### config.mk
export PLATFORM = sky130hd
export DESIGN_NAME = mdu_issue_ctrl_flat
export DESIGN_NICKNAME = d
export VERILOG_FILES = /design/src/rtl/mdu_issue_ctrl_if.sv /design/src/rtl/mdu_issue_ctrl.sv /design/src/flat_wrapper.sv
export SDC_FILE = /design/constraint.sdc
export NUM_CORES = 1
export LEC_CHECK = 0
export ABC_CLOCK_PERIOD_IN_PS = 4100
export CORE_MARGIN = 3
export CORE_UTILIZATION = 40
export DETAILED_ROUTE_END_ITERATION = 7
export GPL_ROUTABILITY_DRIVEN = 0
export PLACE_DENSITY = 0.68
export SYNTH_ARGS = -nofsm -noshare
export SYNTH_HDL_FRONTEND = slang
export SYNTH_SLANG_ARGS = --single-unit
### constraint.sdc
create_clock -name clk -period 4.1 [get_ports clk]
set_input_delay 0.615 -clock clk [delete_from_list [all_inputs] [get_ports clk]]
set_output_delay 0.615 -clock clk [all_outputs]
set_load 0.01 [all_outputs]
### src/rtl/mdu_issue_ctrl_if.sv
// mdu_issue_ctrl_if: EX-stage MDU issue signals between pipeline/MDU side and the issue controller
interface mdu_issue_ctrl_if;
    logic        ex_valid;
    logic        ex_flush;
    logic [3:0]  ex_mdop;
    logic        mdu_busy;
    logic        mdu_start;
    logic [2:0]  mdu_op;
    logic        mdu_sel;
    logic        busy;
    logic        stall;
    logic [31:0] stall_cnt;
    logic        sync_err;
    modport master (
        output ex_valid, ex_flush, ex_mdop, mdu_busy,
        input  mdu_start, mdu_op, mdu_sel, busy, stall, stall_cnt, sync_err
    );
    modport slave (
        input  ex_valid, ex_flush, ex_mdop, mdu_busy,
        output mdu_start, mdu_op, mdu_sel, busy, stall, stall_cnt, sync_err
    );
endinterface

### src/rtl/mdu_issue_ctrl.sv
// mdu_issue_ctrl: decodes EX MDU ops, drives MDU start/op/sel and stalls the front end while the unit is occupied
module mdu_issue_ctrl #(
    parameter int MULT_CYCLES = 5,
    parameter int DIV_CYCLES  = 10
) (
    input logic            clk,
    input logic            rst,
    mdu_issue_ctrl_if.slave bus
);
    typedef enum logic [1:0] {IDLE, MUL, DIV} state_t;
    state_t     state, state_n;
    logic [4:0] cnt, cnt_n;
    logic       md, issue;
    assign md    = bus.ex_valid && !bus.ex_flush && bus.ex_mdop inside {[4'd1:4'd8]};
    assign issue = md && state == IDLE && !rst;
    always_ff @(posedge clk) begin
        if (rst) begin
            state <= IDLE;
            cnt   <= 5'd0;
        end else begin
            state <= state_n;
            cnt   <= cnt_n;
        end
    end
    always_comb begin
        state_n = state;
        cnt_n   = cnt;
        if (state == IDLE) begin
            if (issue && bus.ex_mdop <= 4'd2) begin
                state_n = MUL;
                cnt_n   = 5'(MULT_CYCLES - 1);
            end else if (issue && bus.ex_mdop <= 4'd4) begin
                state_n = DIV;
                cnt_n   = 5'(DIV_CYCLES - 1);
            end
        end else if (cnt != 5'd0) begin
            cnt_n = cnt - 5'd1;
        end else begin
            state_n = IDLE;
        end
    end
    always_comb begin
        bus.busy      = state != IDLE;
        bus.stall     = md && state != IDLE;
        bus.mdu_start = issue && bus.ex_mdop <= 4'd4;
        bus.mdu_op    = (issue && bus.ex_mdop <= 4'd6) ? bus.ex_mdop[2:0] : 3'd0;
        bus.mdu_sel   = issue && bus.ex_mdop == 4'd8;
    end
    always_ff @(posedge clk) begin
        if (rst) begin
            bus.stall_cnt <= 32'd0;
            bus.sync_err  <= 1'b0;
        end else begin
            if (bus.stall && !(&bus.stall_cnt))
                bus.stall_cnt <= bus.stall_cnt + 32'd1;
            if (bus.mdu_busy != bus.busy)
                bus.sync_err <= 1'b1;
        end
    end
endmodule

### src/flat_wrapper.sv
// flat-port wrapper written by rule: the top's interface ports become plain ports
module mdu_issue_ctrl_flat 
#(
    parameter int MULT_CYCLES = 5,
    parameter int DIV_CYCLES  = 10
)
  (clk, rst, bus_ex_valid, bus_ex_flush, bus_ex_mdop, bus_mdu_busy, bus_mdu_start, bus_mdu_op, bus_mdu_sel, bus_busy, bus_stall, bus_stall_cnt, bus_sync_err);
  mdu_issue_ctrl_if bus_i ();
  input logic clk;
  input logic rst;
  input wire logic [$bits(bus_i.ex_valid)-1:0] bus_ex_valid;
  input wire logic [$bits(bus_i.ex_flush)-1:0] bus_ex_flush;
  input wire logic [$bits(bus_i.ex_mdop)-1:0] bus_ex_mdop;
  input wire logic [$bits(bus_i.mdu_busy)-1:0] bus_mdu_busy;
  output wire logic [$bits(bus_i.mdu_start)-1:0] bus_mdu_start;
  output wire logic [$bits(bus_i.mdu_op)-1:0] bus_mdu_op;
  output wire logic [$bits(bus_i.mdu_sel)-1:0] bus_mdu_sel;
  output wire logic [$bits(bus_i.busy)-1:0] bus_busy;
  output wire logic [$bits(bus_i.stall)-1:0] bus_stall;
  output wire logic [$bits(bus_i.stall_cnt)-1:0] bus_stall_cnt;
  output wire logic [$bits(bus_i.sync_err)-1:0] bus_sync_err;
  assign bus_i.ex_valid = bus_ex_valid;
  assign bus_i.ex_flush = bus_ex_flush;
  assign bus_i.ex_mdop = bus_ex_mdop;
  assign bus_i.mdu_busy = bus_mdu_busy;
  assign bus_mdu_start = bus_i.mdu_start;
  assign bus_mdu_op = bus_i.mdu_op;
  assign bus_mdu_sel = bus_i.mdu_sel;
  assign bus_busy = bus_i.busy;
  assign bus_stall = bus_i.stall;
  assign bus_stall_cnt = bus_i.stall_cnt;
  assign bus_sync_err = bus_i.sync_err;
  mdu_issue_ctrl #(.MULT_CYCLES(MULT_CYCLES), .DIV_CYCLES(DIV_CYCLES)) u_core (.clk(clk), .rst(rst), .bus(bus_i));
endmodule
==> flow_metrics.py <==
metrics = {
    "timing": {
        "slew_violations": 0,
        "max_freq_mhz": 298,
        "relSlewSlack_pct": 24.7,
        "setup_tns_ps": 0,
        "whs_ps": 459,
        "fin_crit_sh_pct": 81.9,
        "hold_viol": 0,
        "tightest_slew_ps": 1120,
        "finalClockSkew_ps": 8.21,
        "rsz0062_at_grt": "false",
        "setup_viol": 0,
        "fin_crit_ps": 3360,
    },
    "grt": {
        "grt_pass1_vias": 1968,
        "track_usage_pct": 17.9,
        "grt_pass1_wl_um": 9120,
        "grt_overflow_total": 0,
        "antenna_found_initial": 0,
        "grt_max_degree": 44,
    },
    "floorplanning": {
        "initial_core_util_pct": 43.1,
        "top_level_ports": 49,
        "die_h_um": 78.9,
        "core.rowCount": 25,
        "die_w_um": 78.9,
        "core_area_um2": 4940,
        "die_area_um2": 6230,
    },
    "synth": {
        "synthTopCellsByCount": "dfxtp_1, a21oi_1, nand2_1",
        "synth_warnings": 0,
        "synth_cell_type_count": 43,
        "synth_largest_area_cell": "dfxtp_1",
        "netlist_area_um2": 2130,
        "synthesis.nets": 276,
        "synth_top_area_share_pct": 37.6,
        "async_flop_share_pct": 0,
        "synthFlopType": "dfxtp_1",
        "post-synth-top-count-cell": "dfxtp_1",
        "ys_seq_elements": 40,
        "synthTopCellsByArea": "dfxtp_1, a21oi_1, o31ai_1, or4_1, or3_1",
        "seq_area_frac_synth_pct": 37.6,
        "synth_edf_count": 0,
        "syn_inst": 264,
        "syn_area_per_cell_um2": 8.06,
    },
    "hold_path": {
        "min_path_type": "flip-flop to flip-flop",
        "worstHoldStart": "u_core.state[0]$_SDFFE_PP0P_",
        "holdPathEnd": "u_core.state[0]$_SDFFE_PP0P_",
        "worstHoldPathCells": 2,
    },
    "worst_setup_path": {
        "r2r_setup_slack_ps": 1460,
        "rr_worst_depth": 5,
        "critical_path.max_stage_delay_ps": 690,
        "timing.rr.start": "u_core.bus.stall_cnt[24]$_SDFFE_PP0P_",
        "cp_common_cell": "clkdlybuf4s50_1",
        "endpoint_kind": "primary output",
        "path_depth": 5,
        "r2r_end": "u_core.bus.stall_cnt[11]$_SDFFE_PP0P_",
        "crit_path_start_kind": "input pin",
        "crit_fanout": 5,
        "slowest_stage": "or4b_2",
        "path_cells": "clkdlybuf4s50_1, or4b_2, nor2_1, and3_1, clkdlybuf4s50_1",
        "cp.arrival_ps": 2740,
        "required_ps": 3480,
        "critPathKind": "input pin to primary output",
        "crit_buf_inv": 2,
        "critPathTopFamily": "simple AND/OR/NAND/NOR gates",
    },
    "clock_network": {
        "clk_path_buf_depth": 2,
        "cts_tree": "yes",
        "insertion_delay_ps": 300,
        "cts.sinks": 40,
        "holdBufCountCts": 0,
        "htreeDepth": 2,
        "root_buffer": "clkbuf_8",
        "post_cts_buffers": 0,
        "cts_made_buffers": 5,
        "postCtsResizedCells": 0,
        "path_clk_slew_ps": 70,
    },
    "routing": {
        "ant_nets": 0,
        "vias": 2157,
        "drt_pass1_iterations": 4,
        "first_iter_violations": 181,
        "drt-vias-per-instance": 5.74,
        "finalWirelength_um": 5420,
        "routedWlPerCell_um": 14.4,
        "drc": 0,
    },
    "placed_design": {
        "place_area_um2": 2650,
        "dp_cells": 368,
        "hpwl_um": 3890,
        "io_buffers": 48,
    },
    "job": {
        "maxCapViolCount": 0,
    },
    "layout": {
        "layout-drive-gt1-share_pct": 5.50,
        "stdcell_area_um2": 2760,
        "area_growth_pct": 29.6,
        "n_antenna_cell": 0,
        "nNetsFinal": 320,
        "fin_cells": 376,
    },
    "power": {
        "total_power_uw": 776,
        "peakVddDrop_v": 0.000161,
        "p_leak_nw": 0.829,
        "power_density_nw_per_um2": 281,
    },
    "outcome": {
        "status": "complete, no violations",
    },
}
-- where the power goes --
part           switching, mW  internal, mW  total [mW]
clock                  0.140         0.181       0.321
combinational         0.0324        0.0261      0.0585
sequential           0.00386         0.392       0.396
-- placed cells by master (no fill, tap or decap), drive strengths merged, types with 2 or more instances in the layout --
| master | Yosys | layout |
|---|---|---|
| a21oi | 34 | 34 |
| a31oi | 2 | 2 |
| and2 | 2 | 2 |
| and3 | 5 | 5 |
| and4 | 4 | 4 |
| buf | 7 | 2 |
| clkbuf | 6 | 6 |
| clkdlybuf4s50 | 0 | 48 |
| dfxtp | 40 | 40 |
| ha | 3 | 3 |
| inv | 10 | 10 |
| nand2 | 21 | 21 |
| nand3 | 12 | 12 |
| nand4 | 5 | 5 |
| nor2 | 16 | 16 |
| nor3 | 2 | 2 |
| nor4 | 5 | 5 |
| nor4b | 2 | 2 |
| o21ai | 17 | 17 |
| o31ai | 17 | 17 |
| or2 | 2 | 2 |
| or3 | 17 | 17 |
| or4 | 15 | 15 |
| or4b | 3 | 3 |
| xnor2 | 2 | 2 |
-- logic make-up (layout without fill, tap and decap cells) --
family                     Yosys count  in the layout  share of synthesized area [%]
xor gates and xnor gates             3              3                           1.23
muxes                                2              2                          0.999
AOI/OAI and AO/OA                   78             78                           21.9
DFF                                 40             40                           37.6
adders and majority gates            3              3                           1.76
buffers and inverters               23             68                           4.70
and+or+nand+nor                    115            115                           31.8
-- layer usage --
metal | track usage, % | up-vias | share of wire [%]
met5 | 0 | - | 0
met3 | 4.08 | 8 | 3.7
li1 | - | 1092 | -
met1 | 24.0 | 1018 | 49
met4 | 5.67 | 0 | 1.4
met2 | 28.6 | 39 | 46
-- worst register-to-register path, stage by stage (launching register included) --
cell     delay (ps)
dfxtp_1         430
nand4_1         210
or4_1           630
o31ai_2         910
o21ai_0         240
a21oi_1         160
-- stage by stage --
step	utilization [%]	worst slack, ps
after floorplan	-	1640
after global placement	53.6	799
after detailed placement	53.6	752
after CTS	55.8	755
after global routing	55.8	660
final	55.8	741
-- worst max path at each step --
stage                   startpoint                                    end  slack (ps)
detailed placement  bus_ex_mdop[3]                          bus_mdu_start         750
finish              bus_ex_mdop[3]                          bus_mdu_op[1]         740
global placement    bus_ex_mdop[3]                          bus_mdu_start         800
global route        bus_ex_mdop[3]                          bus_mdu_start         660
CTS                 bus_ex_mdop[3]                          bus_mdu_start         750
floorplan           bus_ex_mdop[2]  u_core.bus.stall_cnt[23]$_SDFFE_PP0P_        1640
-- layout make-up --
class | count | area [um^2]
multi-input combinational | 201 | 1230
timing repair buffer | 50 | 495
fill | 495 | 2180
tap | 67 | 83.8
clock inverter | 2 | 35.0
clock buffer | 6 | 72.6
inverter | 10 | 37.5
sequential | 40 | 801
-- registers in the layout, indices dropped and copies added (netlist names) --
register,flops
u_core.cnt,5
u_core.bus.stall_cnt,32
u_core.bus.sync_err,1
u_core.state,2
Power figures use the tool's default switching activity.
